$ cat src/rtl/exception_ctrl_if.sv
// Signal bundle between the LEGv8 datapath/decoders and the exception sequencer.
// master = datapath side, slave = exception_ctrl.
interface exception_ctrl_if #(
   parameter int N = 64
);
   logic [N-1:0] pc_in;
   logic         invalid_op;
   logic         eret;
   logic         ext_irq;
   logic         sys_sel;
   logic         flush;
   logic         exc_pc_sel;
   logic         eret_pc_sel;
   logic [N-1:0] exc_vector;
   logic         in_handler;
   logic         halt;
   logic [N-1:0] sys_rdata;
   logic         irq_pending;

   modport master (
      output pc_in, invalid_op, eret, ext_irq, sys_sel,
      input  flush, exc_pc_sel, eret_pc_sel, exc_vector, in_handler, halt,
             sys_rdata, irq_pending
   );

   modport slave (
      input  pc_in, invalid_op, eret, ext_irq, sys_sel,
      output flush, exc_pc_sel, eret_pc_sel, exc_vector, in_handler, halt,
             sys_rdata, irq_pending
   );
endinterface

$ cat src/rtl/exception_ctrl.sv
// Exception sequencer for the single-cycle LEGv8 core: entry, ERET return, double-fault halt.
// Define EXC_IRQ_EN to include the external interrupt synchronizer and pending latch.
module exception_ctrl #(
   parameter int           N           = 64,
   parameter logic [N-1:0] VECTOR_ADDR = N'(64'hD8)
) (
   input logic             clk,
   input logic             reset,
   exception_ctrl_if.slave bus
);
   localparam logic [3:0] CAUSE_INV = 4'b0001;
   localparam logic [3:0] CAUSE_IRQ = 4'b0010;

   typedef enum logic [1:0] {
      ST_IDLE    = 2'd0,
      ST_HANDLER = 2'd1,
      ST_HALTED  = 2'd2
   } state_t;

   state_t       r_state;
   state_t       w_state_nxt;
   logic [N-1:0] r_elr;
   logic [3:0]   r_esr;
   logic         w_sync_exc;
   logic         w_irq_pend;
   logic         w_enter;
   logic [3:0]   w_cause;
   logic         w_flush;
   logic         w_exc_sel;
   logic         w_eret_sel;
   logic         w_in_handler;
   logic         w_halt;

   // ERET outside a handler is treated exactly like an unrecognised opcode
   assign w_sync_exc = bus.invalid_op | bus.eret;

`ifdef EXC_IRQ_EN
   logic r_sync1;
   logic r_sync2;
   logic r_sync3;
   logic r_irq_pending;
   logic w_irq_edge;
   logic w_take_irq;

   // Two-flop synchronizer plus one history flop for rising-edge detection
   always_ff @(posedge clk or posedge reset) begin
      if (reset) begin
         r_sync1 <= 1'b0;
         r_sync2 <= 1'b0;
         r_sync3 <= 1'b0;
      end else begin
         r_sync1 <= bus.ext_irq;
         r_sync2 <= r_sync1;
         r_sync3 <= r_sync2;
      end
   end

   assign w_irq_edge = r_sync2 & ~r_sync3;
   assign w_take_irq = (r_state == ST_IDLE) & ~w_sync_exc & r_irq_pending;

   // Pending latch: a fresh edge wins over the clear of the entry being taken
   always_ff @(posedge clk or posedge reset) begin
      if (reset) begin
         r_irq_pending <= 1'b0;
      end else if (w_irq_edge) begin
         r_irq_pending <= 1'b1;
      end else if (w_take_irq) begin
         r_irq_pending <= 1'b0;
      end else begin
         r_irq_pending <= r_irq_pending;
      end
   end

   assign w_irq_pend = r_irq_pending;
`else
   logic w_ext_irq_unused;

   assign w_ext_irq_unused = bus.ext_irq;
   assign w_irq_pend       = 1'b0;
`endif

   // Next-state and datapath controls; all redirects are combinational
   always_comb begin
      w_state_nxt  = r_state;
      w_flush      = 1'b0;
      w_exc_sel    = 1'b0;
      w_eret_sel   = 1'b0;
      w_in_handler = 1'b0;
      w_halt       = 1'b0;
      w_enter      = 1'b0;
      w_cause      = CAUSE_INV;
      case (r_state)
         ST_IDLE: begin
            if (w_sync_exc | w_irq_pend) begin
               w_flush     = 1'b1;
               w_exc_sel   = 1'b1;
               w_enter     = 1'b1;
               w_cause     = w_sync_exc ? CAUSE_INV : CAUSE_IRQ;
               w_state_nxt = ST_HANDLER;
            end else begin
               w_state_nxt = ST_IDLE;
            end
         end
         ST_HANDLER: begin
            w_in_handler = 1'b1;
            if (bus.invalid_op) begin
               w_flush     = 1'b1;
               w_halt      = 1'b1;
               w_state_nxt = ST_HALTED;
            end else if (bus.eret) begin
               w_eret_sel  = 1'b1;
               w_state_nxt = ST_IDLE;
            end else begin
               w_state_nxt = ST_HANDLER;
            end
         end
         ST_HALTED: begin
            w_flush     = 1'b1;
            w_halt      = 1'b1;
            w_state_nxt = ST_HALTED;
         end
         default: begin
            w_flush     = 1'b1;
            w_halt      = 1'b1;
            w_state_nxt = ST_HALTED;
         end
      endcase
   end

   // State register
   always_ff @(posedge clk or posedge reset) begin
      if (reset) begin
         r_state <= ST_IDLE;
      end else begin
         r_state <= w_state_nxt;
      end
   end

   // ELR/ESR capture on exception entry only; a double fault leaves them intact
   always_ff @(posedge clk or posedge reset) begin
      if (reset) begin
         r_elr <= {N{1'b0}};
         r_esr <= 4'b0000;
      end else if (w_enter) begin
         r_elr <= bus.pc_in;
         r_esr <= w_cause;
      end else begin
         r_elr <= r_elr;
         r_esr <= r_esr;
      end
   end

   assign bus.flush       = w_flush;
   assign bus.exc_pc_sel  = w_exc_sel;
   assign bus.eret_pc_sel = w_eret_sel;
   assign bus.exc_vector  = VECTOR_ADDR;
   assign bus.in_handler  = w_in_handler;
   assign bus.halt        = w_halt;
   assign bus.irq_pending = w_irq_pend;
   assign bus.sys_rdata   = bus.sys_sel ? {{(N-4){1'b0}}, r_esr} : r_elr;
endmodule
$ cat src/flat_wrapper.sv
// flat-port wrapper written by rule: the top's interface ports become plain ports
module exception_ctrl_flat 
#(
   parameter int           N           = 64,
   parameter logic [N-1:0] VECTOR_ADDR = N'(64'hD8)
)
  (clk, reset, bus_pc_in, bus_invalid_op, bus_eret, bus_ext_irq, bus_sys_sel, bus_flush, bus_exc_pc_sel, bus_eret_pc_sel, bus_exc_vector, bus_in_handler, bus_halt, bus_sys_rdata, bus_irq_pending);
  exception_ctrl_if #(.N(N)) bus_i ();
  input logic clk;
  input logic reset;
  input wire logic [$bits(bus_i.pc_in)-1:0] bus_pc_in;
  input wire logic [$bits(bus_i.invalid_op)-1:0] bus_invalid_op;
  input wire logic [$bits(bus_i.eret)-1:0] bus_eret;
  input wire logic [$bits(bus_i.ext_irq)-1:0] bus_ext_irq;
  input wire logic [$bits(bus_i.sys_sel)-1:0] bus_sys_sel;
  output wire logic [$bits(bus_i.flush)-1:0] bus_flush;
  output wire logic [$bits(bus_i.exc_pc_sel)-1:0] bus_exc_pc_sel;
  output wire logic [$bits(bus_i.eret_pc_sel)-1:0] bus_eret_pc_sel;
  output wire logic [$bits(bus_i.exc_vector)-1:0] bus_exc_vector;
  output wire logic [$bits(bus_i.in_handler)-1:0] bus_in_handler;
  output wire logic [$bits(bus_i.halt)-1:0] bus_halt;
  output wire logic [$bits(bus_i.sys_rdata)-1:0] bus_sys_rdata;
  output wire logic [$bits(bus_i.irq_pending)-1:0] bus_irq_pending;
  assign bus_i.pc_in = bus_pc_in;
  assign bus_i.invalid_op = bus_invalid_op;
  assign bus_i.eret = bus_eret;
  assign bus_i.ext_irq = bus_ext_irq;
  assign bus_i.sys_sel = bus_sys_sel;
  assign bus_flush = bus_i.flush;
  assign bus_exc_pc_sel = bus_i.exc_pc_sel;
  assign bus_eret_pc_sel = bus_i.eret_pc_sel;
  assign bus_exc_vector = bus_i.exc_vector;
  assign bus_in_handler = bus_i.in_handler;
  assign bus_halt = bus_i.halt;
  assign bus_sys_rdata = bus_i.sys_rdata;
  assign bus_irq_pending = bus_i.irq_pending;
  exception_ctrl #(.N(N), .VECTOR_ADDR(VECTOR_ADDR)) u_core (.clk(clk), .reset(reset), .bus(bus_i));
endmodule
$ cat config.mk
export PLATFORM = sky130hd
export DESIGN_NAME = exception_ctrl_flat
export DESIGN_NICKNAME = d
export VERILOG_FILES = /design/src/rtl/exception_ctrl_if.sv /design/src/rtl/exception_ctrl.sv /design/src/flat_wrapper.sv
export SDC_FILE = /design/constraint.sdc
export NUM_CORES = 1
export LEC_CHECK = 0
export CORE_UTILIZATION = 42
export DETAILED_ROUTE_END_ITERATION = 12
export HOLD_SLACK_MARGIN = 0.1
export PLACE_DENSITY = 0.89
export SLEW_MARGIN = 40
export SYNTH_ARGS = -nofsm -noshare
export SYNTH_HDL_FRONTEND = slang
export SYNTH_SLANG_ARGS = --single-unit
$ cat constraint.sdc
create_clock -name clk -period 3.5 [get_ports clk]
set_clock_uncertainty 0.05 [all_clocks]
set_input_delay 0.525 -clock clk [delete_from_list [all_inputs] [get_ports clk]]
set_output_delay 0.525 -clock clk [all_outputs]
set_load 0.02 [all_outputs]
==> Word-level counts from Yosys, hierarchy flattened <==
Index checks and enable logic that the tools add are counted.
{ "classes": {"reduce_logical": 1, "n_bitwise": 1, "n_eq_ne": 1, "n_mux": 14} }
{ "op_table": {"columns": ["cell", "n"], "rows": [
  ["$mux W64", 1],
  ["$mux W1", 9],
  ["$pmux W1 S2", 2],
  ["$pmux W2 S2", 1],
  ["$eq A2 B1 Y1 const B", 1],
  ["$logic_not A2 Y1", 1],
  ["$mux W2", 1],
  ["$or A1 B1 Y1", 1]
]} }
{ "totals": {"regBits": 67, "input_bits": 70, "elab_cells": 20, "out_inout_bits": 134} }

==> Logic depth before layout (Yosys ltp) <==
{ "depth": {"ltp_word": 3, "depth_mapped": 5, "depth_no_buf": 3} }

==> Worst setup path after synthesis <==
Ideal clock, no wire load.
{ "synth_timing": {"path_kind": "input-to-output", "from": "input bus_sys_sel", "to": "output bus_sys_rdata[10]", "path_slack_ps": 1679, "t_required_ps": 2925, "t_arrival_ps": 1246, "n_path_buf": 2, "cell_stages": 3, "cell_sequence": "clkbuf_1 -> clkbuf_1 -> nor2b_1"} }
{ "synth_via": {"elab_chain_cells": 1} }
{ "synth_rtl": {"columns": ["element", "line_no", "rtl"], "rows": [
  ["start, declared", "flat_wrapper.sv:15", "input wire logic [$bits(bus_i.sys_sel)-1:0] bus_sys_sel;"],
  ["$mux W64", "exception_ctrl.sv:160", "assign bus.sys_rdata = bus.sys_sel ? {{(N-4){1'b0}}, r_esr} : r_elr;"],
  ["end, declared", "flat_wrapper.sv:22", "output wire logic [$bits(bus_i.sys_rdata)-1:0] bus_sys_rdata;"]
]} }
No other way between the ends.

==> Worst setup path after layout <==
{ "layout_timing": {"from": "input bus_eret", "to": "output bus_exc_pc_sel"} }
{ "layout_via": {"elab_chain_cells": 3} }
{ "layout_rtl": {"columns": ["element", "line_no", "rtl"], "rows": [
  ["start, declared", "flat_wrapper.sv:13", "input wire logic [$bits(bus_i.eret)-1:0] bus_eret;"],
  ["$or A1 B1 Y1", "exception_ctrl.sv:35", "assign w_sync_exc = bus.invalid_op | bus.eret;"],
  ["$mux W1", "exception_ctrl.sv:94", "if (w_sync_exc | w_irq_pend) begin"],
  ["$mux W1", "exception_ctrl.sv:92", "case (r_state)"],
  ["end, declared", "flat_wrapper.sv:17", "output wire logic [$bits(bus_i.exc_pc_sel)-1:0] bus_exc_pc_sel;"]
]} }
No other way between the ends.

==> results.ini <==
[run_status]
outcome = finished clean

[global_route]
antenna_found_initial = 0
grt_pass1_wl_um = 11400
grt_overflow = 0
top_usage_layer = met2
grt_pass1_vias = 2363
grt_use_met1_pct = 19.4
met3_usage_pct = 5.31
grt_usage_pct = 16.8
grtUsageMet2_pct = 28.7
grt_start_max_net_pins = 66

[yosys]
ys_seq_elements = 67
yosys_most_used_dff = dfrtp_1
yosys_warnings = 0
synthTopCellsByArea = dfrtp_1, buf_4, mux2_4
yosys.cell_count.top_type = dfrtp_1
synth_top_area_cell = dfrtp_1
yosysUniqueCellTypes = 20
synth_edf_count = 0
ys_async_sr_fraction_pct = 100
synth_commonest_cells = dfrtp_1, buf_4, nor2b_1, mux2_4, mux2_2
synth_area_per_cell_um2 = 12.5
ys_seq_area_share_pct = 46.7
synth_top_area_share_pct = 46.7
netlist_area_um2 = 3590
postSynthCellCount = 288

[drt]
drt-vias-per-instance = 4.35
drc_errors = 0
antenna_left = 0
wl_per_cell_um = 13.6
drt_wl_total_um = 7230
first_pass_iters = 4
vias = 2317
drt_iter0_drc = 34

[clocking]
cts.sinks = 67
htree_levels = 3
hold_buffers = 0
clk_path_buf_depth = 2
clk_pin_slew_ns = 0.07
cts_root_buf = clkbuf_8
cts_resized = 0
numCtsBuffers = 9
cts_setup_buffers = 0
tritoncts = yes
clk_latency_ns = 0.32

[timing]
rsz0062_at_grt = no
tns_ns = 0
maxSlewViolCount = 0
min_period_ns = 2.53
finalSetupViolations = 0
fin_ws_ns = 0.973
period_share_pct = 72.2
finalHoldViolCount = 0
max_freq_mhz = 396

[floorplanning]
die_h_um = 94.5
core_region_area_um2 = 8260
start_util_pct = 43.5
die_width_um = 94.5
io_pins = 204
rows = 33
die_area_um2 = 8920

[cells_and_area]
stdcell_count = 533
post-route-util_pct = 60.4
drive_gt1_share_pct = 18.9
synthToLayoutAreaGrowth_pct = 39.0
n_antenna_cell = 0
fill_cells = 678
nets = 494

[place]
portBuffers = 137
gp_congestion = 0.723
dp_hpwl_um = 5150
pre_cts_ws_ns = 0.964
place_inst = 518

[critical_path]
reg2reg_depth = 3
end_kind = output port
worstPathMaxFanout = 3
required_ns = 2.92
cp-start-kind = input port
arrival_ns = 1.95
crit_type = input port to output port

[min_path]
hold-path-cell-count = 1
hold_class = flip-flop to flip-flop

[power_and_ir_drop]
ir_drop_uv = 383
p_leak_nw = 2.15
power.total_mw = 3.68
powerDensity_nw_per_um2 = 737

[flow_run]
cap_violations = 0

## layout make-up
cell class / instances / area, um^2 / share of cell area [%]
sequential: 67 / 1680 / 33.6
multi-input combinational: 203 / 1550 / 31.1
timing repair buffer: 141 / 1420 / 28.5
clock buffer: 11 / 151 / 3.03
tap: 105 / 131 / 2.63
clock inverter: 4 / 50.0 / 1.00
inverter: 2 / 7.51 / 0.150
## sequential cells by signal (all words and copies together), names as in the netlist
register / count
u_core.r_state: 2
u_core.r_esr: 1
u_core.r_elr: 64
## layer usage
| layer | wire length [um] | vias to the layer above |
|---|---|---|
| met3 | 599 | 14 |
| met2 | 3620 | 117 |
| met4 | 131 | 0 |
| li1 | - | 1068 |
| met1 | 2870 | 1118 |
| met5 | 0 | - |
## worst paths after layout
| path | start | endpoint | slack, ns |
|---|---|---|---|
| max in group asynchronous | reset | u_core.r_elr[53] | 2.17 |
| max reg2reg | u_core.r_state[0] | u_core.r_elr[18] | 1.79 |
| min reg2reg | u_core.r_esr[0] | u_core.r_esr[0] | 0.42 |
| max | bus_eret | bus_exc_pc_sel | 0.97 |
| min | u_core.r_esr[0] | u_core.r_esr[0] | 0.42 |
| min in group asynchronous | reset | u_core.r_elr[40] | 0.48 |
## placed cells by master, fill, tap and decap left out, types with 2 or more instances in the layout
master	n
buf_4	2
mux2_1	8
mux2_2	27
nor2_1	2
clkdlybuf4s50_1	136
conb_1	65
mux2_4	30
dfrtp_1	67
nor2b_1	64
buf_12	2
clkbuf_8	11
clkinvlp_4	2
## stage by stage
stage	instance area, um^2	hold slack [ns]
2_1_floorplan	3830	0.383
3_3_place_gp	4790	0.397
3_5_place_dp	4790	0.408
4_1_cts	4990	0.428
5_1_grt	4990	0.450
6_report	4990	0.423
## cell families (layout without fill, tap and decap cells)
logic type	Yosys count	after routing	share of synthesized area, %
other cells	2	65	0.209
mux	65	65	23.5
xor+xnor	1	1	0.244
simple gates	70	70	12.2
flops	67	67	46.7
buf+inv	81	158	16.8
compound gates	2	2	0.348
## where the power goes
group | internal (mW) | total (mW) | switching (mW)
clock network | 0.363 | 0.652 | 0.289
logic | 0.997 | 1.69 | 0.691
registers | 1.16 | 1.34 | 0.180
total | 2.52 | 3.68 | 1.16
## worst max-delay path, cell delays in order
cell	delay (ns)
clkdlybuf4s50_1	0.51
nor2_2	0.08
nor3_4	0.18
clkdlybuf4s50_1	0.66
Note: power is estimated with default switching activity, not from simulation.
